[src/rtl/cache_mem_arbiter_if.sv]
// Bus bundle between the two L1 caches, the arbiter and the L2 port.
// master = arbiter side, slave = caches/L2 side.
interface cache_mem_arbiter_if #(
   parameter int ADDR_W = 16,
   parameter int LINE_W = 128
);
   // Request/response semantics: a client raises read/write as a level and
   // holds it, with address/data stable, until its one-cycle resp pulse.
   // On the L2 side the arbiter holds l2_read/l2_write, l2_addr and l2_wdata
   // stable until the single-cycle l2_resp, at which l2_rdata is valid.
   logic              i_read;
   logic [ADDR_W-1:0] i_addr;
   logic [LINE_W-1:0] i_rdata;
   logic              i_resp;
   logic              d_read;
   logic              d_write;
   logic [ADDR_W-1:0] d_addr;
   logic [LINE_W-1:0] d_wdata;
   logic [LINE_W-1:0] d_rdata;
   logic              d_resp;
   logic              l2_read;
   logic              l2_write;
   logic [ADDR_W-1:0] l2_addr;
   logic [LINE_W-1:0] l2_wdata;
   logic [LINE_W-1:0] l2_rdata;
   logic              l2_resp;

   modport master (
      input  i_read, i_addr, d_read, d_write, d_addr, d_wdata, l2_rdata, l2_resp,
      output i_rdata, i_resp, d_rdata, d_resp, l2_read, l2_write, l2_addr, l2_wdata
   );

   modport slave (
      output i_read, i_addr, d_read, d_write, d_addr, d_wdata, l2_rdata, l2_resp,
      input  i_rdata, i_resp, d_rdata, d_resp, l2_read, l2_write, l2_addr, l2_wdata
   );
endinterface

[src/rtl/cache_mem_arbiter.sv]
// Two-client (I-cache / D-cache) arbiter onto the unified L2 line port.
// One transaction at a time; all outputs are registered.
module cache_mem_arbiter #(
   parameter int ADDR_W     = 16,
   parameter int LINE_W     = 128,
   parameter int OFFSET_W   = 4,
   parameter bit D_PRIORITY = 1'b0
) (
   input  logic                  clk,
   input  logic                  rst_n,
   cache_mem_arbiter_if.master   bus,
   output logic [1:0]            dbg_state
);
   typedef enum logic [1:0] {IDLE = 2'd0, BUSY_I = 2'd1, BUSY_D = 2'd2, DONE = 2'd3} state_t;

   localparam logic [ADDR_W-1:0] ALIGN_MASK = ~ADDR_W'((1 << OFFSET_W) - 1);

   state_t            state_q, state_d;
   logic              last_d_q, last_d_d;
   logic              l2_read_q, l2_read_d;
   logic              l2_write_q, l2_write_d;
   logic [ADDR_W-1:0] l2_addr_q, l2_addr_d;
   logic [LINE_W-1:0] l2_wdata_q, l2_wdata_d;
   logic [LINE_W-1:0] i_rdata_q, i_rdata_d;
   logic [LINE_W-1:0] d_rdata_q, d_rdata_d;
   logic              i_resp_q, i_resp_d;
   logic              d_resp_q, d_resp_d;
   logic              d_req;
   logic              pick_d;

   always_comb begin
      state_d    = state_q;
      last_d_d   = last_d_q;
      l2_read_d  = l2_read_q;
      l2_write_d = l2_write_q;
      l2_addr_d  = l2_addr_q;
      l2_wdata_d = l2_wdata_q;
      i_rdata_d  = i_rdata_q;
      d_rdata_d  = d_rdata_q;
      i_resp_d   = 1'b0;
      d_resp_d   = 1'b0;
      d_req      = bus.d_read | bus.d_write;
      // On a tie D wins under fixed priority, or when I was the last grant.
      pick_d     = d_req && (!bus.i_read || D_PRIORITY || !last_d_q);

      case (state_q)
         IDLE: begin
            if (pick_d) begin
               state_d    = BUSY_D;
               last_d_d   = 1'b1;
               l2_write_d = bus.d_write;
               l2_read_d  = ~bus.d_write;
               l2_addr_d  = bus.d_addr & ALIGN_MASK;
               l2_wdata_d = bus.d_wdata;
            end else if (bus.i_read) begin
               state_d    = BUSY_I;
               last_d_d   = 1'b0;
               l2_read_d  = 1'b1;
               l2_write_d = 1'b0;
               l2_addr_d  = bus.i_addr & ALIGN_MASK;
               l2_wdata_d = '0;
            end
         end
         BUSY_I, BUSY_D: begin
            if (bus.l2_resp) begin
               state_d    = DONE;
               l2_read_d  = 1'b0;
               l2_write_d = 1'b0;
               if (state_q == BUSY_I) begin
                  i_rdata_d = bus.l2_rdata;
                  i_resp_d  = 1'b1;
               end else begin
                  d_rdata_d = bus.l2_rdata;
                  d_resp_d  = 1'b1;
               end
            end
         end
         DONE:    state_d = IDLE;
         default: state_d = IDLE;
      endcase
   end

   always_ff @(posedge clk or negedge rst_n) begin
      if (!rst_n) begin
         state_q    <= IDLE;
         last_d_q   <= 1'b0;
         l2_read_q  <= 1'b0;
         l2_write_q <= 1'b0;
         l2_addr_q  <= '0;
         l2_wdata_q <= '0;
         i_rdata_q  <= '0;
         d_rdata_q  <= '0;
         i_resp_q   <= 1'b0;
         d_resp_q   <= 1'b0;
      end else begin
         state_q    <= state_d;
         last_d_q   <= last_d_d;
         l2_read_q  <= l2_read_d;
         l2_write_q <= l2_write_d;
         l2_addr_q  <= l2_addr_d;
         l2_wdata_q <= l2_wdata_d;
         i_rdata_q  <= i_rdata_d;
         d_rdata_q  <= d_rdata_d;
         i_resp_q   <= i_resp_d;
         d_resp_q   <= d_resp_d;
      end
   end

   assign bus.l2_read  = l2_read_q;
   assign bus.l2_write = l2_write_q;
   assign bus.l2_addr  = l2_addr_q;
   assign bus.l2_wdata = l2_wdata_q;
   assign bus.i_rdata  = i_rdata_q;
   assign bus.d_rdata  = d_rdata_q;
   assign bus.i_resp   = i_resp_q;
   assign bus.d_resp   = d_resp_q;
   assign dbg_state    = state_q;
endmodule

[src/flat_wrapper.sv]
// flat-port wrapper written by rule: the top's interface ports become plain ports
module cache_mem_arbiter_flat 
#(
   parameter int ADDR_W     = 16,
   parameter int LINE_W     = 128,
   parameter int OFFSET_W   = 4,
   parameter bit D_PRIORITY = 1'b0
)
  (clk, rst_n, dbg_state, bus_i_read, bus_i_addr, bus_d_read, bus_d_write, bus_d_addr, bus_d_wdata, bus_l2_rdata, bus_l2_resp, bus_i_rdata, bus_i_resp, bus_d_rdata, bus_d_resp, bus_l2_read, bus_l2_write, bus_l2_addr, bus_l2_wdata);
  cache_mem_arbiter_if #(.ADDR_W(ADDR_W), .LINE_W(LINE_W)) bus_i ();
  input  logic clk;
  input  logic rst_n;
  output logic [1:0] dbg_state;
  input wire logic [$bits(bus_i.i_read)-1:0] bus_i_read;
  input wire logic [$bits(bus_i.i_addr)-1:0] bus_i_addr;
  input wire logic [$bits(bus_i.d_read)-1:0] bus_d_read;
  input wire logic [$bits(bus_i.d_write)-1:0] bus_d_write;
  input wire logic [$bits(bus_i.d_addr)-1:0] bus_d_addr;
  input wire logic [$bits(bus_i.d_wdata)-1:0] bus_d_wdata;
  input wire logic [$bits(bus_i.l2_rdata)-1:0] bus_l2_rdata;
  input wire logic [$bits(bus_i.l2_resp)-1:0] bus_l2_resp;
  output wire logic [$bits(bus_i.i_rdata)-1:0] bus_i_rdata;
  output wire logic [$bits(bus_i.i_resp)-1:0] bus_i_resp;
  output wire logic [$bits(bus_i.d_rdata)-1:0] bus_d_rdata;
  output wire logic [$bits(bus_i.d_resp)-1:0] bus_d_resp;
  output wire logic [$bits(bus_i.l2_read)-1:0] bus_l2_read;
  output wire logic [$bits(bus_i.l2_write)-1:0] bus_l2_write;
  output wire logic [$bits(bus_i.l2_addr)-1:0] bus_l2_addr;
  output wire logic [$bits(bus_i.l2_wdata)-1:0] bus_l2_wdata;
  assign bus_i.i_read = bus_i_read;
  assign bus_i.i_addr = bus_i_addr;
  assign bus_i.d_read = bus_d_read;
  assign bus_i.d_write = bus_d_write;
  assign bus_i.d_addr = bus_d_addr;
  assign bus_i.d_wdata = bus_d_wdata;
  assign bus_i.l2_rdata = bus_l2_rdata;
  assign bus_i.l2_resp = bus_l2_resp;
  assign bus_i_rdata = bus_i.i_rdata;
  assign bus_i_resp = bus_i.i_resp;
  assign bus_d_rdata = bus_i.d_rdata;
  assign bus_d_resp = bus_i.d_resp;
  assign bus_l2_read = bus_i.l2_read;
  assign bus_l2_write = bus_i.l2_write;
  assign bus_l2_addr = bus_i.l2_addr;
  assign bus_l2_wdata = bus_i.l2_wdata;
  cache_mem_arbiter #(.ADDR_W(ADDR_W), .LINE_W(LINE_W), .OFFSET_W(OFFSET_W), .D_PRIORITY(D_PRIORITY)) u_core (.clk(clk), .rst_n(rst_n), .bus(bus_i), .dbg_state(dbg_state));
endmodule
[config.mk]
export PLATFORM = sky130hd
export DESIGN_NAME = cache_mem_arbiter_flat
export DESIGN_NICKNAME = d
export VERILOG_FILES = /design/src/rtl/cache_mem_arbiter_if.sv /design/src/rtl/cache_mem_arbiter.sv /design/src/flat_wrapper.sv
export SDC_FILE = /design/constraint.sdc
export NUM_CORES = 1
export LEC_CHECK = 0
export ABC_AREA = 1
export CAP_MARGIN = 15
export CORE_AREA = 10 10 262 264
export CTS_CLUSTER_SIZE = 28
export DETAILED_ROUTE_END_ITERATION = 8
export DIE_AREA = 0 0 272 274
export HOLD_SLACK_MARGIN = 0.15
export PLACE_DENSITY_LB_ADDON = 0.3
export SETUP_SLACK_MARGIN = 0.4
export SLEW_MARGIN = 25
export SYNTH_ARGS = -nofsm -noshare
export SYNTH_HDL_FRONTEND = slang
export SYNTH_SLANG_ARGS = --single-unit
[constraint.sdc]
create_clock -name clk -period 2 [get_ports clk]
set_clock_uncertainty 0.05 [all_clocks]
set_input_delay 0.6 -clock clk [delete_from_list [all_inputs] [get_ports clk]]
set_output_delay 0.6 -clock clk [all_outputs]
set_load 0.005 [all_outputs]
==> flow_summary.toml, run 1 <==
[status]
outcome = "finished clean"

[critical_path]
crit_fanout = 2
r2r-end = "u_core.bus.d_rdata[30]"
slowest_stage = "dfrtp_1"
end_kind = "output pin"
reg2reg_slack_ns = 0.17
critPathLaunchType = "flip-flop"
rr_worst_depth = 10
path_cells = "dlygate4sd2_1"
crit_arrival_ns = 1.26
r2r_start = "u_core.dbg_state[0]"
critPathMaxStageDelay_ns = 0.40
cp_top_family = "flip-flops"
critPathBufInv = 1
critPathRequiredTime_ns = 1.35
crit_type = "flip-flop to output pin"

[sta]
hold_viol_final = 0
period_share_pct = 95.5
rsz0062_at_grt = "yes"
fmax_ghz = 0.523
slew_violations = 0
period_needed_ns = 1.91
worst_slack_ns = 0.0897
setup_viol = 0

[routing]
first_iter_violations = 950
wl_um = 68900
num_vias = 14500
avgViaCountPerCell = 4.33
ant_nets = 0
drc = 0
wire_per_inst_um = 20.5
drtPass1Iterations = 4

[yosys]
avgSynthCellArea_sq_um = 9.35
synthCells = 1658
synth_top_cell_by_area = "dfrtp_1"
synthesis.area_sq_mm = 0.0155
yosysTopAreaCellShare_pct = 65.0
synth.distinct_cells = 21
ys_warn_count = 0
ys_seq_area_share_pct = 65.0
yosys-top-cells-area = "dfrtp_1 65%, nand2_1 14%, o21ai_0 4.7%"
synth-seq-cells = 403

[finish]
multi_input_area_sq_mm = 0.00448
nets = 2756
utilization_pct = 41.8
layout_common_cells = "551 x nand2_1, 403 x dfrtp_1, 284 x clkdlybuf4s50_1"
drive_gt1_share_pct = 16.2
area_growth_pct = 71.5
seq_area_sq_mm = 0.0101
n_fill_cell = 6216
mostFrequentLayoutCell = "nand2_1"

[pwr]
p_per_area_mw_per_mm2 = 1560
seqPwrFrac_pct = 33.7
ir_drop_mv = 0.704
p_sw_w = 0.0149
p_comb_share_pct = 45.2
p_sw_share_pct = 36.0
power.internal_w = 0.0265
power_frac_clock_pct = 21.1
power_leakage_nw = 13.3

[floorplanning]
die_w_um = 272
core_area_sq_mm = 0.0636
io_pins = 700
num_rows = 93
initial_core_util_pct = 24.4
die_y_um = 274
dieArea_sq_mm = 0.0745

[place]
numPortBuffers = 687
dp_slack_ns = -0.187
hpwl_um = 51100
routabilityCongestion = 0.840

[global_routing]
overflow = 0
use_met3_pct = 5.89
grt_start_max_net_pins = 59
global_route.usage.total_pct = 17.0
grt_busiest_layer = "met2"
antenna_found_initial = 13
grt_pass1_wl_um = 97600
use_met2_pct = 29.6
use_met1_pct = 19.2
grt_pass1_vias = 14800

[clock_tree]
cts_root_buf = "clkbuf_16"
clk_pin_slew_ns = 0.06
cts_tree = "built"
cts_sinks = 403
cts_buffer_depth = 3
clkLatencyLatePin_ns = 0.58
htree_levels = 2
cts_buffers = 45

[run]
maxCapViolations = 0

[min_path]
hold_class = "flip-flop to flip-flop"
whs_path_depth = 2
min_from = "u_core.bus.l2_wdata[32]"
hold_end = "u_core.bus.l2_wdata[32]"
[worst register-to-register path, stage by stage (launching register included)]
cell and delay, ns:
dfrtp_1 0.40, buf_6 0.13, buf_4 0.14, ha_4 0.17, inv_2 0.06, nand3_4 0.15
buf_12 0.21, buf_12 0.15, clkbuf_16 0.15, nand2_1 0.05, o21ai_1 0.05
[metal layers]
| layer | part of all wire [%] | vias to the layer above |
|---|---|---|
| li1 | - | 6848 |
| met1 | 38 | 7070 |
| met2 | 51 | 517 |
| met3 | 8.1 | 93 |
| met4 | 2.7 | 4 |
| met5 | 0.055 | - |
[sequential cells by signal, summed over array words and instances (netlist names)]
signal,count
u_core.last_d_q,1
u_core.bus.l2_wdata,128
u_core.bus.l2_write,1
u_core.bus.i_rdata,128
u_core.bus.i_resp,1
u_core.bus.d_resp,1
u_core.bus.d_rdata,128
u_core.bus.l2_addr,12
u_core.dbg_state,2
u_core.bus.l2_read,1
[how the worst max path moves through the flow]
stage	startpoint	to	slack [ns]	cells after the start
2_1_floorplan	u_core.dbg_state[0]	u_core.bus.i_rdata[58]	0.32	6
3_3_place_gp	bus_l2_resp	u_core.bus.i_rdata[40]	-0.16	7
6_report	u_core.bus.i_rdata[105]	bus_i_rdata[105]	0.09	1
5_1_grt	u_core.bus.i_rdata[105]	bus_i_rdata[105]	0.05	1
4_1_cts	u_core.dbg_state[0]	dbg_state[0]	0.09	2
3_5_place_dp	bus_l2_resp	u_core.bus.i_rdata[9]	-0.19	6
[synthesized netlist by cell type]
cell and number:
a21boi_2 1, a21oi_1 1, buf_1 9, buf_2 43, buf_4 10, clkbuf_1 43
clkbuf_4 2, conb_1 1, dfrtp_1 403, ha_1 4, inv_1 150, inv_2 3
nand2_1 566, nand2_2 3, nand3_1 145, nand3b_1 12, nand4_1 2, nor2_1 2
o21ai_0 147, o21ai_1 110, o21ai_2 1
[repair_timing]
item	CTS	global route
setup endpoints to repair	779	802
gates resized for setup	1064	147
endpoints found under the hold margin	21	0
buffers inserted	39	18
hold buffers	1	0
gates cloned	0	18
[kinds of logic after synthesis]
| family | after synthesis | share of synthesized area (%) |
|---|---|---|
| buf+inv | 260 | 6.93 |
| simple gates | 730 | 19.2 |
| other cells | 1 | 0.0242 |
| fa+ha+maj | 4 | 0.323 |
| flops | 403 | 65.0 |
| compound gates | 260 | 8.46 |
[metrics by stage]
stage / cell area, sq um / setup TNS, ns / cells / hold WS, ns / power [W]
after floorplan: 15500 / 0 / 1661 / 0.254 / 0.0198
after global placement: 24100 / -21.41 / 3190 / 0.411 / 0.0316
after detailed placement: 24100 / -25.15 / 3190 / 0.414 / 0.0319
after CTS: 26000 / 0 / 3313 / 0.426 / 0.0401
after global routing: 26600 / 0 / 3357 / 0.440 / 0.0441
final: 26600 / 0 / 3358 / 0.423 / 0.0414
[power by group through the flow]
stage,clock network (W),registers [W],logic [W]
final,0.00875,0.0140,0.0187
after global routing,0.00931,0.0143,0.0204
after CTS,0.00896,0.0139,0.0173
after detailed placement,0,0.0138,0.0181
after global placement,0,0.0137,0.0179
after floorplan,0,0.0140,0.00580
[area by class of cell]
class	instances	share of cell area, %
diodes	9	0.0847
clock buffers	65	5.04
clock inverters	18	0.880
inverters	153	2.17
multi-input cells	998	16.8
flip-flops and latches	403	37.9
well taps	855	4.02
repair buffers	857	33.0
(Power assumes the default switching activity.)
==> run 2, diff against run 1 <==
--- a/config.mk
+++ b/config.mk
@@ -13,6 +13,7 @@
 export DIE_AREA = 0 0 272 274
 export HOLD_SLACK_MARGIN = 0.15
 export PLACE_DENSITY_LB_ADDON = 0.3
+export RECOVER_POWER = 100
 export SETUP_SLACK_MARGIN = 0.4
 export SLEW_MARGIN = 25
 export SYNTH_ARGS = -nofsm -noshare
==> run 2 against run 1 <==
Against the previous run: core utilization fell by 1.9 points; final cell count did not move; combinational power fell by 10%; global-route usage did not move; count of clock-buffer cells in the layout did not move; register-to-register slack got worse by 0.04 ns.
==> flow_summary.toml, run 2 (same netlist as run 1, synthesis figures left out) <==
[pwr]
p_comb_share_pct = 42.8
p_sw_w = 0.0145
power.internal_w = 0.0247
seqPwrFrac_pct = 35.0
p_sw_share_pct = 37.0
p_per_area_mw_per_mm2 = 1550
ir_drop_mv = 0.660
power_frac_clock_pct = 22.2
power_leakage_nw = 12.7

[routing]
ant_nets = 0
wire_per_inst_um = 20.5
first_iter_violations = 924
drtPass1Iterations = 5
avgViaCountPerCell = 4.32
drc = 0
num_vias = 14500
wl_um = 68900

[sta]
setup_viol = 0
hold_viol_final = 0
slew_violations = 0
period_share_pct = 95.8
timing.hold.ws_ns = 0.423
tightest_slew_ns = 0.806
rsz0062_at_grt = "yes"
fmax_ghz = 0.522
slew_headroom_pct = 46.3
period_needed_ns = 1.92

[finish]
layout_common_cells = "552 x nand2_1, 403 x dfrtp_1, 284 x clkdlybuf4s50_1"
area_growth_pct = 63.8
mostFrequentLayoutCell = "nand2_1"
utilization_pct = 39.9
final_cells = 3358
nets = 2756
final_cell_area_sq_mm = 0.0254
drive_gt1_share_pct = 10.6

[clock_tree]
clkLatencyLatePin_ns = 0.58
cts_root_buf = "clkbuf_16"
clk_pin_slew_ns = 0.06
cts_buffer_depth = 3
cts_sinks = 403
htree_levels = 2
cts_tree = "built"
cts_buffers = 45

[critical_path]
slowest_stage = "dfrtp_1"
path_cells = "dlygate4sd2_1"
crit_fanout = 2
r2r_start = "u_core.dbg_state[0]"
critPathBufInv = 1
crit_type = "flip-flop to output pin"
rr_worst_depth = 8
crit_arrival_ns = 1.27
critPathLaunchType = "flip-flop"
r2r-end = "u_core.bus.d_rdata[57]"
critPathLaunch = "u_core.bus.l2_wdata[30]"
critical_path.endpoint = "bus_l2_wdata[30]"
end_kind = "output pin"
cp.depth = 1
critPathRequiredTime_ns = 1.35
cp_top_family = "flip-flops"
critPathMaxStageDelay_ns = 0.39
reg2reg_slack_ns = 0.13

[global_routing]
grt_pass1_vias = 14800
overflow = 0
antenna_found_initial = 13
global_route.usage.total_pct = 17.0
grt_pass1_wl_um = 97600
grt_start_max_net_pins = 59

[place]
numPortBuffers = 687
hpwl_um = 51100
place_inst = 3190
placed_area_sq_mm = 0.0241
routabilityCongestion = 0.840

[floorplanning]
core_area_sq_mm = 0.0636
dieArea_sq_mm = 0.0745
num_rows = 93
die_w_um = 272
io_pins = 700
initial_core_util_pct = 24.4
die_y_um = 274

[status]
outcome = "finished clean"

[run]
maxCapViolations = 0

[min_path]
hold_class = "primary input to async pin"
run 2: timing repair:
action | in CTS | in global routing
hold buffers | 1 | 0
pin swaps | 0 | 0
setup buffers | 39 | 18
endpoints found under the hold margin | 21 | 0
gates cloned | 0 | 18
resized for setup | 1064 | 147
setup endpoints to repair | 779 | 802
run 2: worst min path at each step:
stage,startpoint,to,slack (ns),cells past startpoint
final,rst_n,u_core.bus.i_rdata[16],0.42,2
after global routing,u_core.bus.l2_wdata[101],u_core.bus.l2_wdata[101],0.44,2
after CTS,u_core.bus.l2_wdata[7],u_core.bus.l2_wdata[7],0.43,2
after detailed placement,u_core.bus.l2_wdata[7],u_core.bus.l2_wdata[7],0.41,2
after global placement,u_core.bus.l2_wdata[39],u_core.bus.l2_wdata[39],0.41,2
after floorplan,rst_n,u_core.bus.d_rdata[0],0.25,0
run 2: final cells by class:
type                            instances  area (sq um)
Sequential cell                       403         10100
Timing Repair Buffer                  857          7590
Inverter                              153           577
Multi-Input combinational cell        998          4470
Tap cell                              855          1070
Fill cell                            6448         38300
Clock inverter                         18           234
Antenna cell                            9          22.5
Clock buffer                           65          1340
run 2: stage by stage:
step	setup slack, ns	power [W]	setup TNS (ns)
global placement	-0.161	0.0316	-21.41
global route	-0.000369	0.0420	-0.000369
floorplan	0.325	0.0198	0
CTS	0.0854	0.0401	0
detailed placement	-0.187	0.0319	-25.15
finish	0.0842	0.0393	0
run 2: layer usage:
layer | wire length (um) | vias up | GRT usage [%] | part of all wire, %
met2 | 34800 | 518 | 29.6 | 51
met4 | 2280 | 4 | 5.86 | 3.3
met3 | 5750 | 110 | 5.89 | 8.4
met1 | 26000 | 7033 | 19.2 | 38
met5 | 38 | - | 0 | 0.055
li1 | - | 6841 | - | -
run 2: power groups by stage:
stage | Clock [W] | Sequential [W] | Combinational, W
2_1_floorplan | 0 | 0.0140 | 0.00580
6_report | 0.00873 | 0.0138 | 0.0168
3_3_place_gp | 0 | 0.0137 | 0.0179
5_1_grt | 0.00932 | 0.0141 | 0.0185
3_5_place_dp | 0 | 0.0138 | 0.0181
4_1_cts | 0.00896 | 0.0139 | 0.0173
